### config.mk
export PLATFORM = sky130hd
export DESIGN_NAME = ksa_pipe
export DESIGN_NICKNAME = d
export VERILOG_FILES = /design/src/rtl/ksa_pipe.sv
export SDC_FILE = /design/constraint.sdc
export NUM_CORES = 1
export LEC_CHECK = 0
export CAP_MARGIN = 20
export CORE_MARGIN = 10
export CORE_UTILIZATION = 59
export DETAILED_ROUTE_END_ITERATION = 16
export GPL_TIMING_DRIVEN = 0
export PLACE_DENSITY = 0.85
export SLEW_MARGIN = 20
export SYNTH_ARGS = -nofsm -noshare
export SYNTH_HDL_FRONTEND = slang
export SYNTH_SLANG_ARGS = --single-unit
### constraint.sdc
create_clock -name clk -period 1.7 [get_ports clk]
set_input_delay 0.255 -clock clk [delete_from_list [all_inputs] [get_ports clk]]
set_output_delay 0.255 -clock clk [all_outputs]
set_load 0.005 [all_outputs]
### src/rtl/ksa_pipe.sv
// Pipelined Kogge-Stone adder/subtractor with a valid/ready stream interface.
// Latency: $clog2(WIDTH)+2 cycles (PG register, one register per prefix row, output register).
// Backpressure: one global enable; in_ready = ~out_valid | out_ready, all stages hold together.
//
// Ports:
//   clk, rst_n              clock, asynchronous active-low reset
//   in_valid/in_ready       operand beat handshake (a, b, cin, op)
//   op                      0: a + b + cin, 1: a - b (cin ignored)
//   out_valid/out_ready     result beat handshake (sum, cout, ovf, zero)
module ksa_pipe #(
    parameter int WIDTH = 16
) (
    input  logic             clk,
    input  logic             rst_n,
    input  logic             in_valid,
    output logic             in_ready,
    input  logic [WIDTH-1:0] a,
    input  logic [WIDTH-1:0] b,
    input  logic             cin,
    input  logic             op,
    output logic             out_valid,
    input  logic             out_ready,
    output logic [WIDTH-1:0] sum,
    output logic             cout,
    output logic             ovf,
    output logic             zero
);

    localparam int LEVELS = $clog2(WIDTH);

    logic en;

    // Stage 0 combinational inputs
    logic [WIDTH-1:0] b_eff;
    logic [WIDTH-1:0] p_in;
    logic             c0_in;

    // Group generate is carried through every row; group propagate is not
    // needed after the last row, so it stops one row early.
    logic [WIDTH-1:0] g_n [0:LEVELS];
    logic [WIDTH-1:0] g_q [0:LEVELS];
    logic [WIDTH-1:0] p_n [0:LEVELS-1];
    logic [WIDTH-1:0] p_q [0:LEVELS-1];

    // Side-band values travelling with each beat
    logic [WIDTH-1:0] po_q [0:LEVELS];
    logic [LEVELS:0]  v_q;
    logic [LEVELS:0]  c0_q;
    logic [LEVELS:0]  am_q;
    logic [LEVELS:0]  bm_q;

    // Output stage combinational results
    logic [WIDTH-1:0] carry;
    logic [WIDTH-1:0] sum_n;
    logic             cout_n;
    logic             ovf_n;
    logic             zero_n;

    assign en       = ~out_valid | out_ready;
    assign in_ready = en;

    always_comb begin
        b_eff = op ? ~b : b;
        c0_in = op | cin;
        p_in  = a ^ b_eff;

        // Carry-in is folded into bit 0 so the prefix tree needs no extra column.
        g_n[0]    = a & b_eff;
        g_n[0][0] = (a[0] & b_eff[0]) | (p_in[0] & c0_in);
        p_n[0]    = p_in;

        // Shifting the low operand up by the row span lines up (G,P)_{i-span}
        // with position i; vacated low positions get G=0 / P=1 so they pass through.
        // Spans wider than the word shift everything out and the row is a plain copy.
        for (int k = 1; k <= LEVELS; k++) begin
            g_n[k] = g_q[k-1] | (p_q[k-1] & (g_q[k-1] << (1 << (k-1))));
        end
        for (int k = 1; k < LEVELS; k++) begin
            p_n[k] = p_q[k-1] & ((p_q[k-1] << (1 << (k-1)))
                                 | ~({WIDTH{1'b1}} << (1 << (k-1))));
        end
    end

    always_comb begin
        carry  = {g_q[LEVELS][WIDTH-2:0], c0_q[LEVELS]};
        sum_n  = po_q[LEVELS] ^ carry;
        cout_n = g_q[LEVELS][WIDTH-1];
        ovf_n  = (am_q[LEVELS] == bm_q[LEVELS]) & (sum_n[WIDTH-1] != am_q[LEVELS]);
        zero_n = ~|sum_n;
    end

    always_ff @(posedge clk or negedge rst_n) begin
        if (!rst_n) begin
            v_q       <= '0;
            c0_q      <= '0;
            am_q      <= '0;
            bm_q      <= '0;
            for (int k = 0; k <= LEVELS; k++) begin
                g_q[k]  <= '0;
                po_q[k] <= '0;
            end
            for (int k = 0; k < LEVELS; k++) begin
                p_q[k] <= '0;
            end
            out_valid <= 1'b0;
            sum       <= '0;
            cout      <= 1'b0;
            ovf       <= 1'b0;
            zero      <= 1'b0;
        end else if (en) begin
            // en == in_ready here, so in_valid alone marks an accepted beat.
            v_q[0]  <= in_valid;
            c0_q[0] <= c0_in;
            am_q[0] <= a[WIDTH-1];
            bm_q[0] <= b_eff[WIDTH-1];
            po_q[0] <= p_in;
            for (int k = 0; k <= LEVELS; k++) begin
                g_q[k] <= g_n[k];
            end
            for (int k = 0; k < LEVELS; k++) begin
                p_q[k] <= p_n[k];
            end
            for (int k = 1; k <= LEVELS; k++) begin
                v_q[k]  <= v_q[k-1];
                c0_q[k] <= c0_q[k-1];
                am_q[k] <= am_q[k-1];
                bm_q[k] <= bm_q[k-1];
                po_q[k] <= po_q[k-1];
            end
            out_valid <= v_q[LEVELS];
            sum       <= sum_n;
            cout      <= cout_n;
            ovf       <= ovf_n;
            zero      <= zero_n;
        end
    end

endmodule

==> reports/results.ini, run 1 <==
[floorplan]
die_w_um = 146
pin_count = 59
rows = 46
fp.coreArea_um2 = 15800
die_area_um2 = 21400
die_y_um = 146
start_util = 0.598

[clock_tree]
cts_root_buf = clkbuf_16
htree_levels = 1
clk_pin_slew_worst_paths_ns = 0.06
cts_tree = yes
clkSinkCount = 234
cts_buffer_depth = 3
clk_latency_ns = 0.50
cts_buffers = 23

[sta]
tightest_slew_ns = 0.644
setup_viol_count_final = 0
rsz0062_at_grt = no
max_slew_margin = 0.571
max_freq_mhz = 607
holdWs_ns = 0.222
hold_viol_final = 0
period_minus_slack_ns = 1.65
finClkSkew_ns = 0.00727
slew_viol_final = 0
fin_crit_sh = 0.969

[drt]
via_per_inst = 5.40
wire_per_inst_um = 16.8
drt-initial-drc-count = 689
dr_wl_met3_mm = 1.52
firstDrtPassIters = 5
wirelength_mm = 22.5
wl_met1_mm = 9.11
drc = 0
top_layer_used = met4
antenna_left = 0
dr_wl_met2_mm = 10.8
vias = 7251

[logic_synthesis]
synthMuxAreaShare = 0
yosysSeqAreaShare = 0.621
syn_inst = 1027
synth-main-ff-cell = dfrtp_1
synth_compound_area_frac = 0.0629
synth_most_common_cell = nand2_1
yosys.area.top_type = dfrtp_1
synth_edf_count = 0
yosys.area_share.xor_xnor = 0.0321
yosysWarnings = 0
syn-num-nets = 1081
async_reset_ff_frac = 1.00
synth_simple_gate_area_frac = 0.236
ys_seq_elements = 234
yosysTopAreaCellShare = 0.621
syn_area_per_cell_um2 = 9.18
synth_top_family_by_area = simple AND/OR/NAND/NOR gates
syn_area_um2 = 9430
synth_fa_ha_area_frac = 0.0212
synth_common_cells = nand2_1 (505), dfrtp_1 (234), a21oi_1 (65)
synthDistinctLibCells = 25
synthTopCellsByArea = dfrtp_1 (62%), nand2_1 (20%), a21oi_1 (3.4%)

[final_layout]
drive_gt1_frac = 0.0780
nets = 1168
antenna_cells = 0
area_growth_pct = 18.1
final_area_um2 = 11100
stdcell_count = 1344

[critical_path]
rrSetupSlack_ns = 0.05
rr_worst_depth = 4
worstPathArrival_ns = 2.07
cp_max_fo = 4
required_ns = 2.12
regToRegEndpoint = zero
r2r-start = po_q[15]
end_kind = flip-flop
crit_path_start_kind = flip-flop
critical_path_class = reg2reg

[power_and_ir_drop]
power.total_uw = 20400
p_leak_uw = 0.00564
power.density_nw_per_um2 = 1830
peakVddDrop_mv = 0.883

[worst_hold_path]
hp-class = in2reg
whs_path_depth = 3
hold_end = c0_q[0]
hold_start = op

[placement]
gp_congestion = 0.887
hpwlAfterDp_mm = 15.6
io_buffers = 57
dp_cells = 1302
placedInstanceArea_um2 = 10300

[global_routing]
overflow = 0
antenna_found_initial = 0
grt_usage = 0.210
grt_pass1_wl_mm = 37.1
grt_pass1_vias = 7279
grt_max_degree = 96

[run_status]
outcome = finished clean

[job]
cap_violations = 0

[layout make-up]
class                           instances  area (um2)
Buffer                                 51         254
Multi-Input combinational cell        738        3330
Timing Repair Buffer                   64         666
Sequential cell                       234        5860
Tap cell                              216         270
Inverter                                2        10.0
Clock inverter                          5        77.6
Fill cell                            1167        4630
Clock buffer                           34         677
[report_power, final]
| part | leakage [uW] | internal [uW] | switching, uW |
|---|---|---|---|
| clock network | 0.000369 | 3040 | 2040 |
| registers | 0.00293 | 7860 | 1930 |
| logic | 0.00234 | 2300 | 3200 |
[logic make-up (layout without fill, tap and decap cells)]
kind of cell	after synthesis	in the layout
AOI/OAI and AO/OA	118	118
buffers and inverters	55	156
xor gates and xnor gates	32	32
and+or+nand+nor	572	572
DFF	234	234
adders and majority gates	16	16
[cells in the final DEF, fill, tap and decap left out, types with 2 or more instances in the layout]
| master | n |
|---|---|
| buf_4 | 4 |
| clkbuf_16 | 23 |
| clkinv_2 | 2 |
| nor2_1 | 23 |
| buf_2 | 37 |
| a31oi_1 | 2 |
| xor2_1 | 16 |
| clkbuf_1 | 14 |
| nand3_1 | 35 |
| clkdlybuf4s50_1 | 55 |
| a21oi_1 | 65 |
| xnor2_2 | 4 |
| o21ai_1 | 50 |
| clkbuf_8 | 6 |
| nand4_1 | 3 |
| buf_1 | 4 |
| xnor2_1 | 12 |
| ha_1 | 16 |
| dfrtp_1 | 234 |
| bufinv_16 | 2 |
| nand2_1 | 505 |
| buf_16 | 2 |
[sequential cells by signal, indices dropped and copies added, names as in the netlist]
name,count
g_q,64
po_q,61
p_q,53
sum,16
carry,15
am_q,5
bm_q,5
c0_q,5
v_q,5
cout,1
cout_n,1
out_valid,1
ovf,1
zero,1
[worst max-delay path by stage]
stage          endpoint       from  cells past startpoint  slack (ns)
4_1_cts        in_ready  out_valid                      4       0.009
6_report           zero   po_q[15]                      4        0.05
3_3_place_gp     v_q[1]      rst_n                      1       -9.03
2_1_floorplan  in_ready  out_valid                      5        0.32
5_1_grt            zero   po_q[15]                      4       0.001
3_5_place_dp   in_ready  out_ready                      7       -0.89
[per-stage QoR]
| stage | TNS, ns | util | setup slack, ns |
|---|---|---|---|
| after floorplan | 0 | - | 0.317 |
| after global placement | -2164.52 | 0.651 | -9.03 |
| after detailed placement | -63.80 | 0.655 | -0.890 |
| after CTS | 0 | 0.706 | 0.00933 |
| after global routing | 0 | 0.706 | 0.00138 |
| final | 0 | 0.706 | 0.0522 |
[critical path, stage by stage (launching register included)]
cell and delay (ns):
dfrtp_1 0.44, xnor2_2 0.34, nand4_1 0.13, or4_1 0.53
o21ai_1 0.12
[repair_timing]
item	4_1_cts	5_1_grt
setup endpoints to repair	14	2
pin swaps	0	0
gates resized for setup	9	2
buffers inserted	4	0
hold endpoints to repair	60	0
cloned	0	0
hold buffers	1	0
[metal layers]
layer | vias up | track usage
li1 | 3429 | -
met1 | 3460 | 0.255
met5 | - | 0
met2 | 297 | 0.350
met4 | 0 | 0.105
met3 | 65 | 0.0423
No activity file was read; power rests on OpenSTA's default activity.
==> run 2: changes to the inputs <==
--- a/config.mk
+++ b/config.mk
@@ -12,5 +12,4 @@
 export GPL_TIMING_DRIVEN = 0
 export PLACE_DENSITY = 0.85
-export SLEW_MARGIN = 20
 export SYNTH_ARGS = -nofsm -noshare
 export SYNTH_HDL_FRONTEND = slang
==> constraint.sdc (replaced) <==
create_clock -name clk -period 1.7 [get_ports clk]
set_input_delay 0.255 -clock clk [delete_from_list [all_inputs] [get_ports clk]]
set_output_delay 0.255 -clock clk [all_outputs]
set_load 0.02 [all_outputs]
==> reports/results.ini, run 2 (same netlist as run 1, synthesis figures left out) <==
[sta]
slew_viol_final = 0
rsz0062_at_grt = no
timing.final.ws_setup_ns = 0.0644
fin_crit_sh = 0.962
finClkSkew_ns = 0.00413
tightest_slew_ns = 0.761
period_minus_slack_ns = 1.64
max_freq_mhz = 611
setup_viol_count_final = 0
hold_viol_final = 0
max_slew_margin = 0.493

[job]
cap_violations = 0

[final_layout]
area_growth_pct = 16.7
nets = 1168
final_area_um2 = 11000
largest_registers = g_q: 64 flops, po_q: 61 flops, p_q: 53 flops
antenna_cells = 0
final_cell_mix = nand2_1 (505), dfrtp_1 (234), a21oi_1 (65), o21ai_1 (50), buf_2 (37)
largest_reg_flops = 64
utilization = 0.698
largest_register = g_q
final_common_cell = nand2_1
drive_gt1_frac = 0.0727

[global_routing]
grt_usage = 0.203
antenna_found_initial = 0
grtUsageMet1 = 0.250
grt_pass1_wl_mm = 36.1
use_met2 = 0.334
grt_pass1_vias = 7258
grt_max_degree = 131
use_met3 = 0.0389
overflow = 0
busiest_layer = met2

[critical_path]
crit_path_start_kind = flip-flop
worstPathArrival_ns = 1.38
cp.buffers_inverters = 3
cp_max_fo = 6
cpPeakStageDelay_ns = 0.34
path_cells = and2b_4 -> inv_4 -> buf_12 -> buf_6
critical_path_class = reg2out
end_kind = output port
cp_slowest_cell = dfrtp_1
path_delay_family = flip-flops
required_ns = 1.44

[clock_tree]
cts_root_buf = clkbuf_16
cts_buffer_depth = 3
cts_tree = yes
clk_pin_slew_worst_paths_ns = 0.06
clk_latency_ns = 0.50
clkSinkCount = 234
cts_buffers = 23
htree_levels = 1

[drt]
antenna_left = 0
wirelength_mm = 21.9
vias = 7183
via_per_inst = 5.34
firstDrtPassIters = 5
drc = 0
drt-initial-drc-count = 706
wire_per_inst_um = 16.3

[floorplan]
die_area_um2 = 21400
rows = 46
die_w_um = 146
start_util = 0.598
fp.coreArea_um2 = 15800
die_y_um = 146
pin_count = 59

[placement]
dp_slack_ns = -0.986
gp_congestion = 0.887
placedInstanceArea_um2 = 10300
io_buffers = 57
hpwlAfterDp_mm = 15.4

[power_and_ir_drop]
power.total_uw = 19900
peakVddDrop_mv = 0.848
p_leak_uw = 0.00563
power.density_nw_per_um2 = 1810

[worst_hold_path]
hp-class = in2reg

[run_status]
outcome = finished clean

==> run 2: changes by cell type in the layout (fill, tap and decap cells not counted) <==
cell,previous run,this run
buf_16,2,1
clkinv_2,2,4
buf_6,0,1
clkdlybuf4s50_1,55,35
clkbuf_8,6,2
buf_4,4,5
xnor2_1,12,13
dlygate4sd2_1,0,20
xnor2_2,4,2
clkbuf_1,14,19
bufinv_16,2,0
clkbuf_2,1,0
xnor2_4,0,1
clkinvlp_4,1,0
==> run 2: report_power, final <==
part / total, uW / switching, uW / leakage (uW) / internal [uW]
registers: 9760 / 1900 / 0.00293 / 7860
logic: 5580 / 3430 / 0.00237 / 2150
clock network: 4550 / 1970 / 0.000325 / 2580
==> run 2: final cells by class <==
class	count	area, um2
well taps	216	270
clock buffers	35	641
flip-flops and latches	234	5860
plain buffers	51	254
fillers	1191	4760
clock inverters	4	20.0
repair buffers	64	627
inverters	2	10.0
multi-input cells	738	3330
==> run 2: timing repair <==
action | 4_1_cts | 5_1_grt
endpoints found under the hold margin | 104 | 0
resized for setup | 33 | 1
pin swaps | 0 | 0
cloned | 0 | 0
endpoints found under the setup margin | 24 | 2
buffers inserted | 2 | 3
hold buffers | 1 | 0
==> run 2: per-stage QoR <==
stage	hold WS, ns	setup TNS, ns	instances
after floorplan	-0.0406	0	1027
after global placement	0.444	-2164.63	1300
after detailed placement	0.356	-65.02	1301
after CTS	0.230	0	1341
after global routing	0.240	0	1344
final	0.218	0	1344
==> run 2: routing by layer <==
metal,vias to the layer above,part of all wire
met1,3397,0.41
met4,0,0.049
met5,-,0
li1,3438,-
met3,69,0.069
met2,279,0.47
==> run 2: path summary, 6_finish.rpt <==
kind | start | end | slack [ns] | cells after the start
worst min register to register | v_q[4] | v_q[4] | 0.46 | 2
min in group asynchronous | rst_n | carry[1] | 0.41 | 2
max in group asynchronous | rst_n | po_q[31] | 0.25 | 3
worst max-delay path | out_valid | in_ready | 0.06 | 4
worst max register to register | carry[11] | zero | 0.08 | 4
worst min-delay path | op | c0_q[0] | 0.22 | 3
==> run 2: tightest hold or removal path, stage by stage <==
cell and delay [ns]:
buf_2 0.24, nor3_1 0.10, nor2_1 0.07
==> run 3: changes to the inputs <==
CAP_MARGIN = default   (was 20)
==> results of run 3 <==
The final DEF is identical to that of run 2; final timing and power are the same.
